==> src/rtl/multi_cycle_control_unit_if.sv <==
// multi_cycle_control_unit_if: opcode/flag inputs and datapath control outputs of the control unit
interface multi_cycle_control_unit_if;
  logic [5:0] opcode;
  logic       zero;
  logic       sign;
  logic [2:0] state;
  logic       PCWre;
  logic       IRWre;
  logic       InsMemRW;
  logic       RegWre;
  logic       mRD;
  logic       mWR;
  logic       ALUSrcA;
  logic       ALUSrcB;
  logic       DBDataSrc;
  logic       WrRegDSrc;
  logic       ExtSel;
  logic [1:0] RegDst;
  logic [1:0] PCSrc;
  logic [2:0] ALUOp;
  modport master (
    output opcode, zero, sign,
    input  state, PCWre, IRWre, InsMemRW, RegWre, mRD, mWR, ALUSrcA, ALUSrcB,
           DBDataSrc, WrRegDSrc, ExtSel, RegDst, PCSrc, ALUOp
  );
  modport slave (
    input  opcode, zero, sign,
    output state, PCWre, IRWre, InsMemRW, RegWre, mRD, mWR, ALUSrcA, ALUSrcB,
           DBDataSrc, WrRegDSrc, ExtSel, RegDst, PCSrc, ALUOp
  );
endinterface

==> src/rtl/multi_cycle_control_unit.sv <==
// multi_cycle_control_unit: IF/ID/EXE/MEM/WB sequencer with opcode decode and datapath strobes
module multi_cycle_control_unit (
  input logic                         CLK,
  input logic                         Reset,
  multi_cycle_control_unit_if.slave   bus
);
  localparam logic [2:0] S_IF     = 3'b000;
  localparam logic [2:0] S_ID     = 3'b001;
  localparam logic [2:0] S_EXE_LS = 3'b010;
  localparam logic [2:0] S_MEM    = 3'b011;
  localparam logic [2:0] S_WB_LD  = 3'b100;
  localparam logic [2:0] S_EXE_BR = 3'b101;
  localparam logic [2:0] S_EXE_AL = 3'b110;
  localparam logic [2:0] S_WB_AL  = 3'b111;
  logic [2:0] state_q, state_d;
  logic [5:0] op;
  logic i_add, i_sub, i_addi, i_or, i_and, i_ori, i_sll, i_slt, i_slti;
  logic i_sw, i_lw, i_beq, i_bne, i_bltz, i_j, i_jr, i_jal, i_halt;
  logic is_nop, is_br, is_jmp, is_ls, taken;
  assign op     = bus.opcode;
  assign i_add  = op == 6'b000000;
  assign i_sub  = op == 6'b000001;
  assign i_addi = op == 6'b000010;
  assign i_or   = op == 6'b010000;
  assign i_and  = op == 6'b010001;
  assign i_ori  = op == 6'b010010;
  assign i_sll  = op == 6'b011000;
  assign i_slt  = op == 6'b100110;
  assign i_slti = op == 6'b100111;
  assign i_sw   = op == 6'b110000;
  assign i_lw   = op == 6'b110001;
  assign i_beq  = op == 6'b110100;
  assign i_bne  = op == 6'b110101;
  assign i_bltz = op == 6'b110110;
  assign i_j    = op == 6'b111000;
  assign i_jr   = op == 6'b111001;
  assign i_jal  = op == 6'b111010;
  assign i_halt = op == 6'b111111;
  assign is_br  = i_beq | i_bne | i_bltz;
  assign is_jmp = i_j | i_jr | i_jal;
  assign is_ls  = i_sw | i_lw;
  assign is_nop = ~(i_add | i_sub | i_addi | i_or | i_and | i_ori | i_sll | i_slt | i_slti |
                    is_ls | is_br | is_jmp | i_halt);
  assign taken  = (i_beq & bus.zero) | (i_bne & ~bus.zero) | (i_bltz & bus.sign);
  always_comb begin
    state_d = S_IF;
    case (state_q)
      S_IF:     state_d = S_ID;
      S_ID:     state_d = (is_jmp | is_nop) ? S_IF : i_halt ? S_ID : is_br ? S_EXE_BR :
                          is_ls ? S_EXE_LS : S_EXE_AL;
      S_EXE_LS: state_d = S_MEM;
      S_MEM:    state_d = i_lw ? S_WB_LD : S_IF;
      S_EXE_AL: state_d = S_WB_AL;
      default:  state_d = S_IF;
    endcase
  end
  always_ff @(posedge CLK or negedge Reset)
    if (!Reset) state_q <= S_IF;
    else        state_q <= state_d;
  // Strobes are gated by Reset so an in-flight write is dropped the moment reset asserts
  always_comb begin
    bus.state     = state_q;
    bus.IRWre     = Reset & (state_q == S_IF);
    bus.InsMemRW  = Reset & (state_q == S_IF);
    bus.PCWre     = Reset & ((state_q == S_ID & (is_jmp | is_nop)) | state_q == S_EXE_BR |
                             (state_q == S_MEM & i_sw) | state_q == S_WB_AL | state_q == S_WB_LD);
    bus.RegWre    = Reset & (state_q == S_WB_AL | state_q == S_WB_LD | (state_q == S_ID & i_jal));
    bus.mRD       = Reset & (state_q == S_MEM) & i_lw;
    bus.mWR       = Reset & (state_q == S_MEM) & i_sw;
    bus.ALUSrcA   = i_sll;
    bus.ALUSrcB   = i_addi | i_ori | i_slti | is_ls;
    bus.DBDataSrc = i_lw;
    bus.WrRegDSrc = ~i_jal;
    bus.ExtSel    = ~i_ori;
    bus.RegDst    = i_jal ? 2'b00 : (i_addi | i_ori | i_slti | i_lw) ? 2'b01 : 2'b10;
    bus.ALUOp     = (i_sub | is_br) ? 3'b001 : i_sll ? 3'b010 : (i_or | i_ori) ? 3'b011 :
                    i_and ? 3'b100 : (i_slt | i_slti) ? 3'b110 : 3'b000;
    bus.PCSrc     = (i_j | i_jal) ? 2'b11 : i_jr ? 2'b10 : taken ? 2'b01 : 2'b00;
  end
endmodule

==> src/flat_wrapper.sv <==
// flat-port wrapper written by rule: the top's interface ports become plain ports
module multi_cycle_control_unit_flat 
  (CLK, Reset, bus_opcode, bus_zero, bus_sign, bus_state, bus_PCWre, bus_IRWre, bus_InsMemRW, bus_RegWre, bus_mRD, bus_mWR, bus_ALUSrcA, bus_ALUSrcB, bus_DBDataSrc, bus_WrRegDSrc, bus_ExtSel, bus_RegDst, bus_PCSrc, bus_ALUOp);
  multi_cycle_control_unit_if bus_i ();
  input logic CLK;
  input logic Reset;
  input wire logic [$bits(bus_i.opcode)-1:0] bus_opcode;
  input wire logic [$bits(bus_i.zero)-1:0] bus_zero;
  input wire logic [$bits(bus_i.sign)-1:0] bus_sign;
  output wire logic [$bits(bus_i.state)-1:0] bus_state;
  output wire logic [$bits(bus_i.PCWre)-1:0] bus_PCWre;
  output wire logic [$bits(bus_i.IRWre)-1:0] bus_IRWre;
  output wire logic [$bits(bus_i.InsMemRW)-1:0] bus_InsMemRW;
  output wire logic [$bits(bus_i.RegWre)-1:0] bus_RegWre;
  output wire logic [$bits(bus_i.mRD)-1:0] bus_mRD;
  output wire logic [$bits(bus_i.mWR)-1:0] bus_mWR;
  output wire logic [$bits(bus_i.ALUSrcA)-1:0] bus_ALUSrcA;
  output wire logic [$bits(bus_i.ALUSrcB)-1:0] bus_ALUSrcB;
  output wire logic [$bits(bus_i.DBDataSrc)-1:0] bus_DBDataSrc;
  output wire logic [$bits(bus_i.WrRegDSrc)-1:0] bus_WrRegDSrc;
  output wire logic [$bits(bus_i.ExtSel)-1:0] bus_ExtSel;
  output wire logic [$bits(bus_i.RegDst)-1:0] bus_RegDst;
  output wire logic [$bits(bus_i.PCSrc)-1:0] bus_PCSrc;
  output wire logic [$bits(bus_i.ALUOp)-1:0] bus_ALUOp;
  assign bus_i.opcode = bus_opcode;
  assign bus_i.zero = bus_zero;
  assign bus_i.sign = bus_sign;
  assign bus_state = bus_i.state;
  assign bus_PCWre = bus_i.PCWre;
  assign bus_IRWre = bus_i.IRWre;
  assign bus_InsMemRW = bus_i.InsMemRW;
  assign bus_RegWre = bus_i.RegWre;
  assign bus_mRD = bus_i.mRD;
  assign bus_mWR = bus_i.mWR;
  assign bus_ALUSrcA = bus_i.ALUSrcA;
  assign bus_ALUSrcB = bus_i.ALUSrcB;
  assign bus_DBDataSrc = bus_i.DBDataSrc;
  assign bus_WrRegDSrc = bus_i.WrRegDSrc;
  assign bus_ExtSel = bus_i.ExtSel;
  assign bus_RegDst = bus_i.RegDst;
  assign bus_PCSrc = bus_i.PCSrc;
  assign bus_ALUOp = bus_i.ALUOp;
  multi_cycle_control_unit u_core (.CLK(CLK), .Reset(Reset), .bus(bus_i));
endmodule
==> config.mk <==
export PLATFORM = sky130hd
export DESIGN_NAME = multi_cycle_control_unit_flat
export DESIGN_NICKNAME = d
export VERILOG_FILES = /design/src/rtl/multi_cycle_control_unit_if.sv /design/src/rtl/multi_cycle_control_unit.sv /design/src/flat_wrapper.sv
export SDC_FILE = /design/constraint.sdc
export NUM_CORES = 1
export LEC_CHECK = 0
export CORE_UTILIZATION = 35
export CTS_CLUSTER_SIZE = 30
export DETAILED_ROUTE_END_ITERATION = 8
export PLACE_DENSITY_LB_ADDON = 0.1
export SYNTH_ARGS = -nofsm -noshare
export SYNTH_HDL_FRONTEND = slang
export SYNTH_SLANG_ARGS = --single-unit
==> constraint.sdc <==
create_clock -name CLK -period 1.6 [get_ports CLK]
set_input_delay 0.4 -clock CLK [delete_from_list [all_inputs] [get_ports CLK]]
set_output_delay 0.4 -clock CLK [all_outputs]
set_load 0.01 [all_outputs]
==> results.json, run 1 <==
{
  "gp_congestion": 0.833,
  "placed_cells": 162,
  "die_width_um": 43.3,
  "synthesis.area_sq_um": 598,
  "synth_edf_count": 0,
  "synth_seq_cells": 3,
  "worst-endpoint-pin-kind": "top-level output",
  "syn-mean-instance-area_sq_um": 6.87,
  "async_flop_share": 1.00,
  "synthFlopType": "dfrtp_1",
  "die_y_um": 43.3,
  "num_io_pins": 31,
  "placementRows": 14,
  "port_buffers": 30,
  "haltStage": "5_1_grt",
  "root_buffer": "clkbuf_4",
  "syn_inst": 87,
  "start_util": 0.384,
  "ys_seq_area_frac": 0.126,
  "worst_endpoint": "bus_PCWre",
  "numCtsBuffers": 3,
  "grt_max_degree": 9,
  "ys_types": 36,
  "cts_buffer_depth": 2,
  "status": "aborted with a tool error",
  "hpwl_mm": 1.68,
  "cts.sinks": 3,
  "cts_hold_buf": 0,
  "mappedNetlistNets": 97,
  "yosysWarnings": 0,
  "tool.error": "[ERROR DPL-0038] Utilization greater than 100%, impossible to legalize",
  "htree_levels": 1,
  "pre_cts_slack_ns": -1.16
}
==> Yosys cell counts, types with 2 or more instances <==
cell,number,share of area
nor2_1,11,0.069
nand2_1,7,0.044
inv_1,5,0.031
nand2b_1,5,0.052
nand3_1,4,0.033
a21oi_1,3,0.025
a32oi_1,3,0.044
and3_1,3,0.031
buf_4,3,0.038
dfrtp_1,3,0.13
nand4b_1,3,0.044
nor2b_1,3,0.031
o211ai_1,3,0.038
o22ai_1,3,0.031
and2_1,2,0.021
buf_2,2,0.017
buf_6,2,0.038
nor2_2,2,0.021
nor4_1,2,0.021
o21ai_1,2,0.017
==> cell families after synthesis <==
logic type	synth area share
buffers and inverters	0.130
muxes	0.0167
DFF	0.126
AOI/OAI and AO/OA	0.243
xor gates and xnor gates	0.0146
and+or+nand+nor	0.471
==> through the flow <==
step	hold WS [ns]	cell area, sq um
2_1_floorplan	0.104	648
3_3_place_gp	0.511	1170
3_5_place_dp	0.516	1170
4_1_cts	0.330	1370
==> repair_timing <==
item,4_1_cts
pin swaps,23
cloned,1
endpoints found under the setup margin,24
gates resized for setup,148
hold endpoints to repair,0
buffers inserted,8
==> run 2, diff against run 1 <==
--- a/config.mk
+++ b/config.mk
@@ -5,10 +5,10 @@
 export SDC_FILE = /design/constraint.sdc
 export NUM_CORES = 1
 export LEC_CHECK = 0
-export CORE_UTILIZATION = 35
-export CTS_CLUSTER_SIZE = 30
+export CORE_AREA = 2 2 63 65
 export DETAILED_ROUTE_END_ITERATION = 8
-export PLACE_DENSITY_LB_ADDON = 0.1
+export DIE_AREA = 0 0 65 67
+export PLACE_DENSITY_LB_ADDON = 0.15
 export SYNTH_ARGS = -nofsm -noshare
 export SYNTH_HDL_FRONTEND = slang
 export SYNTH_SLANG_ARGS = --single-unit
==> constraint.sdc (replaced) <==
create_clock -name CLK -period 2.1 [get_ports CLK]
set_input_delay 0.525 -clock CLK [delete_from_list [all_inputs] [get_ports CLK]]
set_output_delay 0.525 -clock CLK [all_outputs]
set_load 0.01 [all_outputs]
==> run 2 against run 1 <==
  * Area after synthesis is the same
  * The flow now finishes, with violations (negative setup slack)
  * Synthesized cell count unchanged
==> results.json, run 2 <==
{
  "synth_seq_cells": 3,
  "areaGrowthSynthToFinish_pct": 127,
  "critPathMaxFanout": 7,
  "pwr-share-seq": 0.187,
  "finalCritPeriodShare": 1.01,
  "synth_top_area_cell": "dfrtp_1",
  "diodes": 0,
  "die_width_um": 65,
  "async_flop_share": 1.00,
  "synth_compound_area_frac": 0.243,
  "num_io_pins": 31,
  "worstSetupPathType": "input port to primary output",
  "startpoint_type": "input port",
  "comb_power_share": 0.594,
  "utilization": 0.376,
  "final_cell_mix": "35 x buf_4, 12 x buf_2, 9 x nor2_1",
  "wire_per_inst_um": 12.3,
  "hold_viol": 0,
  "relSlewSlack": 0.768,
  "synth.area.top_cells": "dfrtp_1 13%, nor2_1 6.9%, nand2b_1 5.2%, nand2_1 4.4%, a32oi_1 4.4%",
  "switchingPower_mw": 0.292,
  "place_area_sq_mm": 0.00113,
  "placementRows": 22,
  "cts.sinks": 3,
  "setup_tns_ns": -0.0319,
  "antenna_found_initial": 0,
  "drv_cap": 0,
  "cts_buffer_depth": 2,
  "drive_gt1_frac": 0.562,
  "postLayoutCellArea_sq_mm": 0.00136,
  "first_pass_iters": 4,
  "status": "finished with violations",
  "gp_congestion": 0.758,
  "cp.arrival_ns": 1.61,
  "syn-mean-instance-area_sq_um": 6.87,
  "worstPathRequired_ns": 1.57,
  "mostFrequentLayoutCell": "buf_4",
  "synth_simple_gate_area_frac": 0.471,
  "yosysWarnings": 0,
  "p_leak_nw": 0.600,
  "synth_common_cells": "11 x nor2_1, 7 x nand2_1, 5 x inv_1, 5 x nand2b_1, 4 x nand3_1",
  "hp-class": "input port to asynchronous set/reset pin",
  "finalClockSkew_ns": 0.000947,
  "path_clk_slew_ns": 0.03,
  "grt.total_usage": 0.121,
  "overflow": 0,
  "final-setup-viol-count": 2,
  "root_buffer": "clkbuf_8",
  "cts_hold_buf": 0,
  "ir_worst_vdd_mv": 0.191,
  "end_kind": "primary output",
  "hpwl_mm": 1.88,
  "slowest_delay_ns": 0.22,
  "violations": "negative setup slack",
  "p_clk_frac": 0.219,
  "final_nets": 164,
  "max_freq_ghz": 0.469,
  "synth-xor-area-share": 0.0146,
  "period_minus_slack_ns": 2.13,
  "final_cells": 201,
  "drv_slew": 0,
  "grt_pass1_wl_mm": 4.07,
  "swShare": 0.382,
  "synth_fa_ha_area_frac": 0,
  "synth_top_family_by_area": "simple AND/OR/NAND/NOR gates",
  "crit_chain": "buf_6 -> nand4b_1 -> nor2_2 -> nand4b_1 -> o221ai_1 -> and2_1 -> buf_2",
  "syn_inst": 87,
  "vias_per_cell": 4.56,
  "n_fill_cell": 402,
  "slowest_stage": "nand4b_1",
  "mappedNetlistNets": 97,
  "ant_nets": 0,
  "synth_top_area_share": 0.126,
  "die_y_um": 67,
  "crit_top_cell": "nand4b_1",
  "clock_latency_ns": 0.21,
  "ys_seq_area_frac": 0.126,
  "die-area_sq_mm": 0.00436,
  "drt_wl_total_mm": 2.46,
  "initialDrtViolationCount": 26,
  "cts_tree": "yes",
  "coreArea_sq_mm": 0.00361,
  "synthesis.area_sq_um": 598,
  "powerDensity_mw_per_mm2": 563,
  "largest_reg_flops": 3,
  "p_int_mw": 0.472,
  "drc": 0,
  "numCtsBuffers": 3,
  "start_util": 0.166,
  "worst_slack_ns": -0.0308,
  "synthFlopType": "dfrtp_1",
  "grt_pass1_vias": 922,
  "num_vias": 916,
  "muxShareOfSynthArea": 0.0167,
  "placed_cells": 188,
  "synth_edf_count": 0,
  "htree_levels": 1,
  "port_buffers": 30,
  "yosys.cell_count.top_type": "nor2_1",
  "hold_slack_ns": 0.712,
  "worstMarginPinSlew_ns": 0.349,
  "ys_types": 36,
  "grt_max_degree": 11,
  "rsz0062_at_grt": "yes"
}
-- run 2: cell counts after synthesis --
Identical to the previous run, type by type.
-- run 2: worst paths after layout --
kind	start	end	slack, ns	cells after the start
setup / recovery	bus_opcode[4]	bus_PCWre	-0.03	7
hold / removal	Reset	u_core.bus.state[2]$_DFF_PN0_	0.71	3
setup reg to reg	u_core.bus.state[0]$_DFF_PN0_	u_core.bus.state[2]$_DFF_PN0_	0.85	5
hold reg to reg	u_core.bus.state[2]$_DFF_PN0_	u_core.bus.state[2]$_DFF_PN0_	0.71	2
max in group asynchronous	Reset	u_core.bus.state[1]$_DFF_PN0_	1.29	3
min in group CLK	u_core.bus.state[2]$_DFF_PN0_	u_core.bus.state[2]$_DFF_PN0_	0.71	2
-- run 2: kinds of logic after synthesis --
kind of cell	count (synthesis)
buffers and inverters	13
AND/OR/NAND/NOR	48
AO/OA/AOI/OAI	21
multiplexers	1
XOR/XNOR	1
flip-flops	3
-- run 2: critical path, delay by kind of cell --
family                 cells  cell delay, ns
buffers and inverters      2            0.25
AOI/OAI and AO/OA          1            0.14
and+or+nand+nor            4            0.69
-- run 2: power groups by stage --
stage | Sequential (mW) | Combinational [mW] | Clock, mW
floorplan | 0.118 | 0.199 | 0
global placement | 0.131 | 0.421 | 0
detailed placement | 0.133 | 0.424 | 0
CTS | 0.137 | 0.426 | 0.173
global route | 0.148 | 0.495 | 0.184
finish | 0.143 | 0.453 | 0.168
-- run 2: metrics by stage --
stage	worst slack [ns]	power, mW
floorplan	0.137	0.317
global placement	-0.940	0.552
detailed placement	-0.945	0.557
CTS	-0.0960	0.736
global route	-0.119	0.828
finish	-0.0308	0.763
-- run 2: area by class of cell --
type | instances | area, sq um | share of cell area
Tap cell | 48 | 60.1 | 0.0443
Sequential cell | 3 | 75.1 | 0.0554
Inverter | 5 | 21.3 | 0.0157
Multi-Input combinational cell | 71 | 573 | 0.423
Timing Repair Buffer | 70 | 581 | 0.428
Clock buffer | 4 | 45.0 | 0.0332
-- run 2: repair_timing --
item	CTS	global route
endpoints found under the setup margin	18	14
resized for setup	105	29
buffers inserted	8	1
pin swaps	11	13
cloned	1	0
-- run 2: metal layers --
layer | GRT usage | part of all wire | vias to the layer above
li1 | - | - | 453
met1 | 0.134 | 0.44 | 434
met2 | 0.223 | 0.52 | 25
met3 | 0.0236 | 0.032 | 4
met4 | 0.0559 | 0.012 | 0
met5 | 0 | 0 | -
(Power assumes the default switching activity.)
==> run 3, diff against run 2 <==
--- a/config.mk
+++ b/config.mk
@@ -9,6 +9,7 @@
 export DETAILED_ROUTE_END_ITERATION = 8
 export DIE_AREA = 0 0 65 67
 export PLACE_DENSITY_LB_ADDON = 0.15
+export RECOVER_POWER = 50
 export SYNTH_ARGS = -nofsm -noshare
 export SYNTH_HDL_FRONTEND = slang
 export SYNTH_SLANG_ARGS = --single-unit
==> run 3 against run 2 <==
  * The run still ends with negative setup slack left
  * Sequential power about the same
  * Highest routed layer unchanged
  * Worst hold slack unchanged
  * Setup slack barely moved
  * Wire length is essentially flat
  * Fmax is essentially flat
==> results.json, run 3 (synthesis results as in run 2) <==
{
  "ant_nets": 0,
  "path_delay_family": "simple AND/OR/NAND/NOR gates",
  "startpoint_type": "input port",
  "overflow": 0,
  "largest_reg_flops": 3,
  "wire_per_inst_um": 12.3,
  "max_freq_ghz": 0.469,
  "initialDrtViolationCount": 26,
  "drv_cap": 0,
  "p_clk_frac": 0.221,
  "pwr-share-seq": 0.188,
  "diodes": 0,
  "worstPathRequired_ns": 1.57,
  "cp.arrival_ns": 1.61,
  "end_kind": "primary output",
  "pre_cts_slack_ns": -0.945,
  "root_buffer": "clkbuf_8",
  "hold_viol": 0,
  "final_cell_mix": "34 x buf_4, 12 x buf_2, 9 x nor2_1",
  "setup_tns_ns": -0.0309,
  "ir_worst_vdd_mv": 0.190,
  "period_minus_slack_ns": 2.13,
  "antenna_found_initial": 0,
  "comb_power_share": 0.591,
  "drive_gt1_frac": 0.556,
  "drv_slew": 0,
  "postLayoutCellArea_sq_mm": 0.00135,
  "clock_latency_ns": 0.21,
  "hold_slack_ns": 0.712,
  "cts_tree": "yes",
  "start_util": 0.166,
  "drt_wl_total_mm": 2.46,
  "crit_top_cell": "nand4b_1",
  "switchingPower_mw": 0.292,
  "grt_max_degree": 11,
  "drc": 0,
  "port_buffers": 30,
  "worstMarginPinSlew_ns": 0.349,
  "areaGrowthSynthToFinish_pct": 126,
  "htree_levels": 1,
  "finalClockSkew_ns": 0.000947,
  "relSlewSlack": 0.767,
  "rsz0062_at_grt": "yes",
  "grt_pass1_wl_mm": 4.07,
  "swShare": 0.385,
  "die-area_sq_mm": 0.00436,
  "final-setup-viol-count": 1,
  "critPathBufInv": 2,
  "die_width_um": 65,
  "path_clk_slew_ns": 0.03,
  "num_vias": 916,
  "placementRows": 22,
  "worst_slack_ns": -0.0309,
  "grt.total_usage": 0.121,
  "numCtsBuffers": 3,
  "place_area_sq_mm": 0.00113,
  "finalCritPeriodShare": 1.01,
  "cts_buffer_depth": 2,
  "vias_per_cell": 4.56,
  "p_int_mw": 0.467,
  "cts.sinks": 3,
  "first_pass_iters": 4,
  "hpwl_mm": 1.88,
  "final_nets": 164,
  "p_leak_nw": 0.597,
  "slowest_stage": "nand4b_1",
  "powerDensity_mw_per_mm2": 561,
  "cts_hold_buf": 0,
  "status": "finished with violations",
  "crit_chain": "buf_6 -> nand4b_1 -> nor2_2 -> nand4b_1 -> o221ai_1 -> and2_1 -> buf_2",
  "violations": "negative setup slack",
  "coreArea_sq_mm": 0.00361,
  "gp_congestion": 0.758,
  "grt_pass1_vias": 922,
  "num_io_pins": 31,
  "mostFrequentLayoutCell": "buf_4",
  "hp-class": "flop to flop",
  "worstSetupPathType": "input port to primary output",
  "slowest_delay_ns": 0.22,
  "die_y_um": 67,
  "critPathMaxFanout": 7
}
## run 3: cell count changes in the layout (fill, tap and decap cells not counted), sizes merged
| cell | previous run | this run |
|---|---|---|
| clkdlybuf4s50 | 5 | 3 |
| dlygate4sd3 | 0 | 2 |
| buf | 57 | 56 |
| clkbuf | 6 | 7 |
## run 3: area by class of cell
| type | instances | area [sq um] |
|---|---|---|
| Clock buffer | 4 | 45.0 |
| Multi-Input combinational cell | 71 | 573 |
| Sequential cell | 3 | 75.1 |
| Tap cell | 48 | 60.1 |
| Fill cell | 402 | 2250 |
| Inverter | 5 | 21.3 |
| Timing Repair Buffer | 70 | 577 |
## run 3: power by group through the flow
stage / clock, mW / combinational [mW] / sequential (mW)
final: 0.168 / 0.448 / 0.142
after global routing: 0.184 / 0.490 / 0.148
after CTS: 0.173 / 0.426 / 0.137
after detailed placement: 0 / 0.424 / 0.133
after global placement: 0 / 0.421 / 0.131
after floorplan: 0 / 0.199 / 0.118
## run 3: routing by layer
layer	up-vias	part of all wire	GRT usage
met4	0	0.012	0.0559
met5	-	0	0
met1	434	0.44	0.134
li1	453	-	-
met3	4	0.032	0.0236
met2	25	0.52	0.223
## run 3: worst paths after layout
path	cells past startpoint	end	slack [ns]	from
setup / recovery	7	bus_PCWre	-0.03	bus_opcode[4]
hold / removal	2	u_core.bus.state[2]$_DFF_PN0_	0.71	u_core.bus.state[2]$_DFF_PN0_
setup reg to reg	5	u_core.bus.state[2]$_DFF_PN0_	0.85	u_core.bus.state[0]$_DFF_PN0_
hold reg to reg	2	u_core.bus.state[2]$_DFF_PN0_	0.71	u_core.bus.state[2]$_DFF_PN0_
max in group asynchronous	3	u_core.bus.state[1]$_DFF_PN0_	1.15	Reset
min in group asynchronous	3	u_core.bus.state[0]$_DFF_PN0_	0.80	Reset
## run 3: worst min-delay path: stages, from the launching register on
cell and delay [ns]:
dfrtp_1 0.45, inv_1 0.11, o211ai_1 0.10
## run 3: repair_timing
item | CTS | global route
setup endpoints to repair | 18 | 14
pin swaps | 11 | 13
gates cloned | 1 | 0
buffers inserted | 8 | 1
resized for setup | 105 | 29
## run 3: stage by stage
step | std cells | power (mW) | utilization
floorplan | 87 | 0.317 | -
global placement | 188 | 0.552 | 0.314
detailed placement | 188 | 0.557 | 0.314
CTS | 200 | 0.736 | 0.348
global route | 201 | 0.822 | 0.375
finish | 201 | 0.758 | 0.375
